$ cat src/rtl/keycode_dispatch.sv
// rtl/keycode_dispatch.sv - HID report latch and per-player direction-key dispatch with auto-repeat
// Optional feature macro: KEY_REPEAT_EN (auto-repeat state and frame counter).
module keycode_dispatch #(
    parameter int NUM_SLOTS    = 6,
    parameter int REPEAT_DELAY = 8,
    parameter int REPEAT_RATE  = 4
) (
    input  logic                   Clk,
    input  logic                   Reset_n,
    input  logic                   key_valid,
    input  logic [8*NUM_SLOTS-1:0] keycodes,
    input  logic                   frame_tick,
    output logic [7:0]             keycode_p1,
    output logic [7:0]             keycode_p2,
    output logic                   emit_p1,
    output logic                   emit_p2
);

    if (REPEAT_DELAY < 1 || REPEAT_RATE < 1) begin : g_bad_param
        $error("keycode_dispatch: REPEAT_DELAY and REPEAT_RATE must be >= 1");
    end

`ifdef KEY_REPEAT_EN
    localparam int MAX_CNT = (REPEAT_DELAY > REPEAT_RATE) ? REPEAT_DELAY : REPEAT_RATE;
    localparam int CNT_W   = $clog2(MAX_CNT + 1);
    typedef enum logic [1:0] {IDLE, HOLD, REPEAT} state_t;
`else
    typedef enum logic {IDLE, HOLD} state_t;
`endif

    function automatic logic legal(input int player, input logic [7:0] c);
        if (player == 0)
            return c inside {8'h04, 8'h07, 8'h16, 8'h1A};
        return c inside {8'h4F, 8'h50, 8'h51, 8'h52};
    endfunction

    logic [8*NUM_SLOTS-1:0] latch_q;
    logic                   rollover;

    always_comb begin
        rollover = 1'b0;
        for (int i = 0; i < NUM_SLOTS; i++)
            if (keycodes[8*i +: 8] == 8'h01)
                rollover = 1'b1;
    end

    // ErrorRollOver reports carry no usable key state, so the previous report stays in force
    always_ff @(posedge Clk or negedge Reset_n) begin
        if (!Reset_n)
            latch_q <= '0;
        else if (key_valid && !rollover)
            latch_q <= keycodes;
    end

    logic [7:0] code_w [2];
    logic       emit_w [2];

    for (genvar p = 0; p < 2; p++) begin : g_player
        logic [7:0] sel, cur_q, cur_d, code_q, code_d;
        logic       emit_q, emit_d;
        state_t     state_q, state_d;
`ifdef KEY_REPEAT_EN
        logic [CNT_W-1:0] cnt_q, cnt_d;
`endif

        // Scan downward so the lowest-index legal slot is the last assignment and wins
        always_comb begin
            sel = 8'h00;
            for (int i = NUM_SLOTS - 1; i >= 0; i--)
                if (legal(p, latch_q[8*i +: 8]))
                    sel = latch_q[8*i +: 8];
        end

        always_comb begin
            state_d = state_q;
            cur_d   = cur_q;
            code_d  = code_q;
            emit_d  = 1'b0;
`ifdef KEY_REPEAT_EN
            cnt_d   = cnt_q;
`endif
            if (frame_tick) begin
                code_d = 8'h00;
                if (sel == 8'h00) begin
                    state_d = IDLE;
                end else if (state_q == IDLE || sel != cur_q) begin
                    code_d  = sel;
                    emit_d  = 1'b1;
                    cur_d   = sel;
                    state_d = HOLD;
`ifdef KEY_REPEAT_EN
                    cnt_d   = CNT_W'(REPEAT_DELAY - 1);
                end else if (cnt_q == '0) begin
                    code_d  = cur_q;
                    emit_d  = 1'b1;
                    cnt_d   = CNT_W'(REPEAT_RATE - 1);
                    state_d = REPEAT;
                end else begin
                    cnt_d   = cnt_q - CNT_W'(1);
`endif
                end
            end
        end

        always_ff @(posedge Clk or negedge Reset_n) begin
            if (!Reset_n) begin
                state_q <= IDLE;
                cur_q   <= 8'h00;
                code_q  <= 8'h00;
                emit_q  <= 1'b0;
`ifdef KEY_REPEAT_EN
                cnt_q   <= '0;
`endif
            end else begin
                state_q <= state_d;
                cur_q   <= cur_d;
                code_q  <= code_d;
                emit_q  <= emit_d;
`ifdef KEY_REPEAT_EN
                cnt_q   <= cnt_d;
`endif
            end
        end

        assign code_w[p] = code_q;
        assign emit_w[p] = emit_q;
    end

    assign keycode_p1 = code_w[0];
    assign keycode_p2 = code_w[1];
    assign emit_p1    = emit_w[0];
    assign emit_p2    = emit_w[1];

endmodule

$ cat config.mk
export PLATFORM = sky130hd
export DESIGN_NAME = keycode_dispatch
export DESIGN_NICKNAME = d
export VERILOG_FILES = /design/src/rtl/keycode_dispatch.sv
export SDC_FILE = /design/constraint.sdc
export NUM_CORES = 1
export LEC_CHECK = 0
export ABC_AREA = 1
export ABC_CLOCK_PERIOD_IN_PS = 1900
export CORE_ASPECT_RATIO = 1.75
export CORE_UTILIZATION = 50
export CTS_BUF_LIST = sky130_fd_sc_hd__clkbuf_4
export DETAILED_ROUTE_END_ITERATION = 16
export GPL_ROUTABILITY_DRIVEN = 1
export PLACE_DENSITY = 0.77
export SLEW_MARGIN = 5
export SYNTH_ARGS = -nofsm -noshare
export SYNTH_HDL_FRONTEND = slang
export SYNTH_SLANG_ARGS = --single-unit
$ cat constraint.sdc
create_clock -name Clk -period 1.9 [get_ports Clk]
set_input_delay 0.38 -clock Clk [delete_from_list [all_inputs] [get_ports Clk]]
set_output_delay 0.38 -clock Clk [all_outputs]
set_load 0.01 [all_outputs]
# Yosys cells after proc, flatten, opt, wreduce, memory -nomap -nowiden
# Index checks and enable logic that the tools add are counted.
# op_classes
eq_ne	56
mux	32
n_bitwise	4
reduce_logical	24
# ops
op	n
$eq 8x7->1 const B	24
$mux 8	16
$eq 8x3->1 const B	12
$eq 8x5->1 const B	12
$eq 8x1->1 const B	6
$reduce_bool 4->1	12
$logic_not 8->1	2
$mux 1	16
$ne 8x8->1	2
$reduce_and 3->1	2
$not 1->1	4
$reduce_and 2->1	2
$reduce_bool 2->1	2
$logic_or 1x1->1	2
$logic_and 1x1->1	1
$logic_not 1->1	1
# word_totals
regBits	84
output_inout_bits	18

# Logic depth before layout (Yosys ltp)
# Gate-level depths: netlist of run 1.
# logic_depth
ltp_word	13
mapped_depth	20
mapped_depth_nobuf	20

# Least setup slack after synthesis of run 1
# OpenSTA, ideal clock, no wires.
# synth_timing
path_kind	flip-flop to flip-flop
startpoint	register latch_q[3]
endpoint	register g_player[1].cur_q[2]
arrival_ps	1765
t_required_ps	1781
path_slack_ps	16
stages_incl_launch_ff	14
cell_sequence	dfrtp_1 -> or2_1 -> o21ai_2 -> nand3_4 -> nand2_4 -> a21oi_1 -> nand2_2 -> nand2_2 -> nand2_1 -> nand3_1 -> nor2_2 -> nand2_4 -> nand3b_2 -> nand2_1
# synth_via
elab_chain_len	6
elab_cells_between_ends	11
classes_between	eq/ne (5); mux (1); bitwise (1); reduce/logical (4)
# synth_lines
element	line_no	text
start: declaration	37	logic [8*NUM_SLOTS-1:0] latch_q;
start signal: assignment	52	latch_q <= keycodes;
$eq 8x7->1	34	return c inside {8'h4F, 8'h50, 8'h51, 8'h52};
$reduce_bool 4->1	34	
$mux 8 (*)	70	if (legal(p, latch_q[8*i +: 8]))
$ne 8x8->1 or $logic_not 8->1 (tied branches)	86, 84	
$logic_or 1x1->1 or $not 1->1 (tied branches)	-	
$reduce_and 3->1 (no source line)	-	
end signal: assignment	116	cur_q <= cur_d;
end: declaration	59	logic [7:0] sel, cur_q, cur_d, code_q, code_d;
# Mark *: on every way between the ends. The rest lies on a longest branch, timed or not.
# A chain may end at the register's enable or synchronous reset.

# Final worst setup path of run 1
# layout_timing
startpoint	register latch_q[42]
endpoint	register g_player[0].cur_q[7]
# layout_via
elab_chain_len	11
elab_cells_between_ends	16
classes_between	eq/ne (5); mux (6); bitwise (1); reduce/logical (4)
# layout_lines
element	line_no	text
$eq 8x3->1 or $eq 8x5->1 (tied branches)	33	return c inside {8'h04, 8'h07, 8'h16, 8'h1A};
$reduce_bool 4->1	33	
$mux 8 (*) (6 in series)	70	
$ne 8x8->1 or $logic_not 8->1 (tied branches)	86, 84	
$logic_or 1x1->1 or $not 1->1 (tied branches)	-	
$reduce_and 3->1 (no source line)	-	
end signal: assignment	116	
end: declaration	59	
# Marked as above.

==> results of run 1 <==
power by group:
group | switching (mW) | total (mW) | leakage (nW) | internal [mW]
sequential | 0.226 | 2.26 | 1.03 | 2.03
combinational | 0.970 | 1.79 | 2.46 | 0.818
clock | 0.599 | 1.01 | 0.0726 | 0.413
total | 1.79 | 5.06 | 3.56 | 3.26
cells in the final DEF, fill, tap and decap left out, types with 3 or more instances in the layout:
master and n:
nor3_2 5, nand2_1 143, dfrtp_2 8, nand3_4 4, buf_4 116, nor2_2 25
nand2_2 35, nor4_1 4, o21ai_2 5, nor2_4 13, nand2_4 10, dfrtp_1 76
nand3_2 16, clkdlybuf4s50_1 68, nand3b_1 6, nor4_2 3, mux2_2 8, clkinv_1 3
nand3_1 22, clkbuf_4 11, nand4_1 7, inv_2 20, inv_1 79, o21ai_1 4
o21ai_0 20, a21oi_2 7, nor2_1 74, a21oi_1 33, o21ai_4 4
synthesized netlist by cell type, types with 2 or more instances:
| library cell | instances | area [sq um] |
|---|---|---|
| nand2_1 | 176 | 661 |
| nor2_1 | 93 | 349 |
| inv_1 | 90 | 338 |
| dfrtp_1 | 84 | 2100 |
| a21oi_1 | 38 | 190 |
| nand3_1 | 34 | 170 |
| o21ai_0 | 26 | 130 |
| nor2_2 | 15 | 93.8 |
| clkbuf_1 | 10 | 37.5 |
| inv_2 | 9 | 33.8 |
| nand2_2 | 9 | 56.3 |
| mux2_2 | 8 | 90.1 |
| nor4_1 | 8 | 50.1 |
| nand4_1 | 7 | 43.8 |
| nand3b_1 | 6 | 45.0 |
| nor3_1 | 5 | 25.0 |
| o21ai_2 | 5 | 43.8 |
| nor2_4 | 4 | 45.0 |
| clkinv_1 | 3 | 11.3 |
| nand2_4 | 3 | 33.8 |
| nand3_2 | 3 | 30.0 |
| nand3_4 | 3 | 52.6 |
| nor3_2 | 3 | 30.0 |
| a21oi_2 | 2 | 17.5 |
| a221oi_1 | 2 | 17.5 |
| inv_4 | 2 | 12.5 |
| o21ai_1 | 2 | 10.0 |
critical path: stages (launching register included):
cell	delay [ns]
dfrtp_1	0.43
buf_4	0.16
inv_1	0.08
nand4_1	0.09
nor3_1	0.29
nand2_1	0.11
nand2_1	0.08
nand2_1	0.05
nand2_1	0.06
nand2_1	0.06
nand2_2	0.08
nand2_2	0.07
nand2_2	0.07
nand2_2	0.06
nor2_4	0.12
nand3_4	0.16
nand2_4	0.16
inv_4	0.06
nor2_2	0.07
state kept, by name, summed over array words and instances (netlist names):
name,cells
latch_q,48
emit_p1,1
keycode_p1,8
g_player.state_q,2
keycode_p2,8
g_player.cur_q,16
emit_p2,1
per-stage QoR:
step	TNS [ns]	hold slack, ns	instances
floorplan	0	0.0844	663
global placement	-26.61	0.369	947
detailed placement	-29.60	0.379	947
CTS	-5.19	0.438	971
global route	-12.93	0.435	980
finish	-9.24	0.424	980
logic make-up after synthesis:
family	Yosys count	share of synthesized area
and+or+nand+nor	374	0.360
buffers and inverters	115	0.0902
AOI/OAI and AO/OA	81	0.0948
xor gates and xnor gates	1	0.00181
muxes	8	0.0186
DFF	84	0.434
routing by layer:
metal  routed length [um]  GRT usage  vias up
li1                     -          -     2473
met1                 4820      0.269     2484
met2                 8440      0.572      192
met3                  585     0.0478       83
met4                  852      0.170        0
met5                    0          0        -
final cells by class:
type | count | area, sq um
Antenna cell | 1 | 2.50
Clock buffer | 11 | 82.6
Clock inverter | 3 | 40.0
Fill cell | 669 | 2260
Inverter | 104 | 395
Multi-Input combinational cell | 466 | 2740
Sequential cell | 84 | 2110
Tap cell | 122 | 153
Timing Repair Buffer | 189 | 1620
repair_timing:
item	4_1_cts	5_1_grt
buffers inserted	7	8
endpoints found under the setup margin	57	34
hold buffers	1	0
pin swaps	8	40
gates resized for setup	47	87
gates cloned	2	0
endpoints found under the hold margin	33	0
how the worst max path moves through the flow:
stage	cells after the start	to	start	slack (ns)
after global routing	18	g_player[0].cur_q[6]	latch_q[42]	-0.53
after floorplan	13	g_player[1].cur_q[2]	latch_q[3]	0.02
after CTS	15	keycode_p2[1]	latch_q[28]	-0.22
after detailed placement	9	latch_q[45]	keycodes[16]	-0.57
final	18	g_player[0].cur_q[7]	latch_q[42]	-0.42
after global placement	6	latch_q[30]	keycodes[21]	-0.51
==> impl_metrics.py, run 1 <==
metrics = {
    "critical_path": {
        "reg2regPathDepth": 18,
        "worst-path-max-fanout": 6,
        "endpoint_kind": "flop",
        "r2r_end": "g_player[0].cur_q[7]",
        "crit_arrival_ns": 2.72,
        "reg2reg_from": "latch_q[42]",
        "timing.reg2reg.setup_slack_ns": -0.42,
        "cp-start-kind": "flop",
        "crit_required_ns": 2.30,
        "crit_type": "flop to flop",
    },
    "logic_synthesis": {
        "synth_nets": 715,
        "syn_inst": 663,
        "yosysWarnings": 0,
        "synth_area_sq_um": 4840,
        "ys_ff_latch": 84,
        "synth_seq_area_share": 0.434,
        "ys_types": 40,
        "async_flop_share": 1.00,
        "synthFlopType": "dfrtp_1",
        "synth-edff-count": 0,
        "synth.avg_cell_area_sq_um": 7.30,
    },
    "global_route": {
        "grt-ovfl-total": 0,
        "grt_max_degree": 37,
        "grt_pass1_vias": 5248,
        "grt_use_total": 0.289,
        "grt_pass1_wl_um": 22900,
        "antenna_found_initial": 1,
    },
    "detailed_routing": {
        "wl_um": 14700,
        "ant_nets": 0,
        "initialDrtViolationCount": 257,
        "viasPerCell": 5.34,
        "wl_per_cell_um": 15.0,
        "drc": 0,
        "via_count": 5232,
        "drt_first_pass_iters": 7,
    },
    "power": {
        "power_density_nw_per_um2": 707,
        "ir_drop_mv": 0.524,
        "total_power_mw": 5.06,
        "leakage_nw": 3.56,
    },
    "clock_tree": {
        "clkLatencyLatePin_ns": 0.46,
        "clkTransAtPathRegs_ns": 0.12,
        "cts_sinks": 84,
        "clk_path_buf_depth": 2,
        "numCtsBuffers": 9,
        "cts_tree": "yes",
        "clock-root-buffer": "clkbuf_4",
        "htree_num_levels": 3,
    },
    "finish": {
        "postLayoutCellArea_sq_um": 7150,
        "area_growth_pct": 47.7,
        "drive_gt1_frac": 0.361,
        "final_nets": 906,
        "final_core_util": 0.760,
    },
    "floorplanning": {
        "initial_utilization": 0.515,
        "core-area_sq_um": 9410,
        "die_h_um": 132,
        "fp-row-count": 47,
        "pin_count": 70,
        "die_w_um": 76.4,
        "die-area_sq_um": 10100,
    },
    "timing": {
        "tightestPinTransition_ns": 0.497,
        "worst_clock_skew_ns": 0.0104,
        "fin_ws_ns": -0.420,
        "rsz0062_at_grt": "true",
        "max_slew_margin": 0.669,
        "clock.fmax_mhz": 431,
        "min_period_over_period": 1.22,
        "finalSetupViolations": 31,
        "fin_crit_ns": 2.32,
        "slew_violations": 0,
        "report.final.hold_viol_count": 0,
    },
    "min_path": {
        "worstHoldPathType": "input pin to asynchronous set/reset pin",
    },
    "placement": {
        "place_ws_ns": -0.574,
        "placed_area_sq_um": 6450,
        "port_buffers": 69,
        "gp_congestion": 0.929,
        "place_hpwl_um": 10300,
    },
    "outcome": {
        "failed_checks": "setup timing",
        "status": "complete, but fails checks",
    },
    "flow_run": {
        "max_cap_violations": 0,
    },
}
Power figures use the tool's default switching activity.
==> inputs of run 2 (changes only) <==
- HOLD_SLACK_MARGIN: not set -> 0.08
==> results of run 2 <==
Final layout, timing and power as in run 1 (identical DEF).
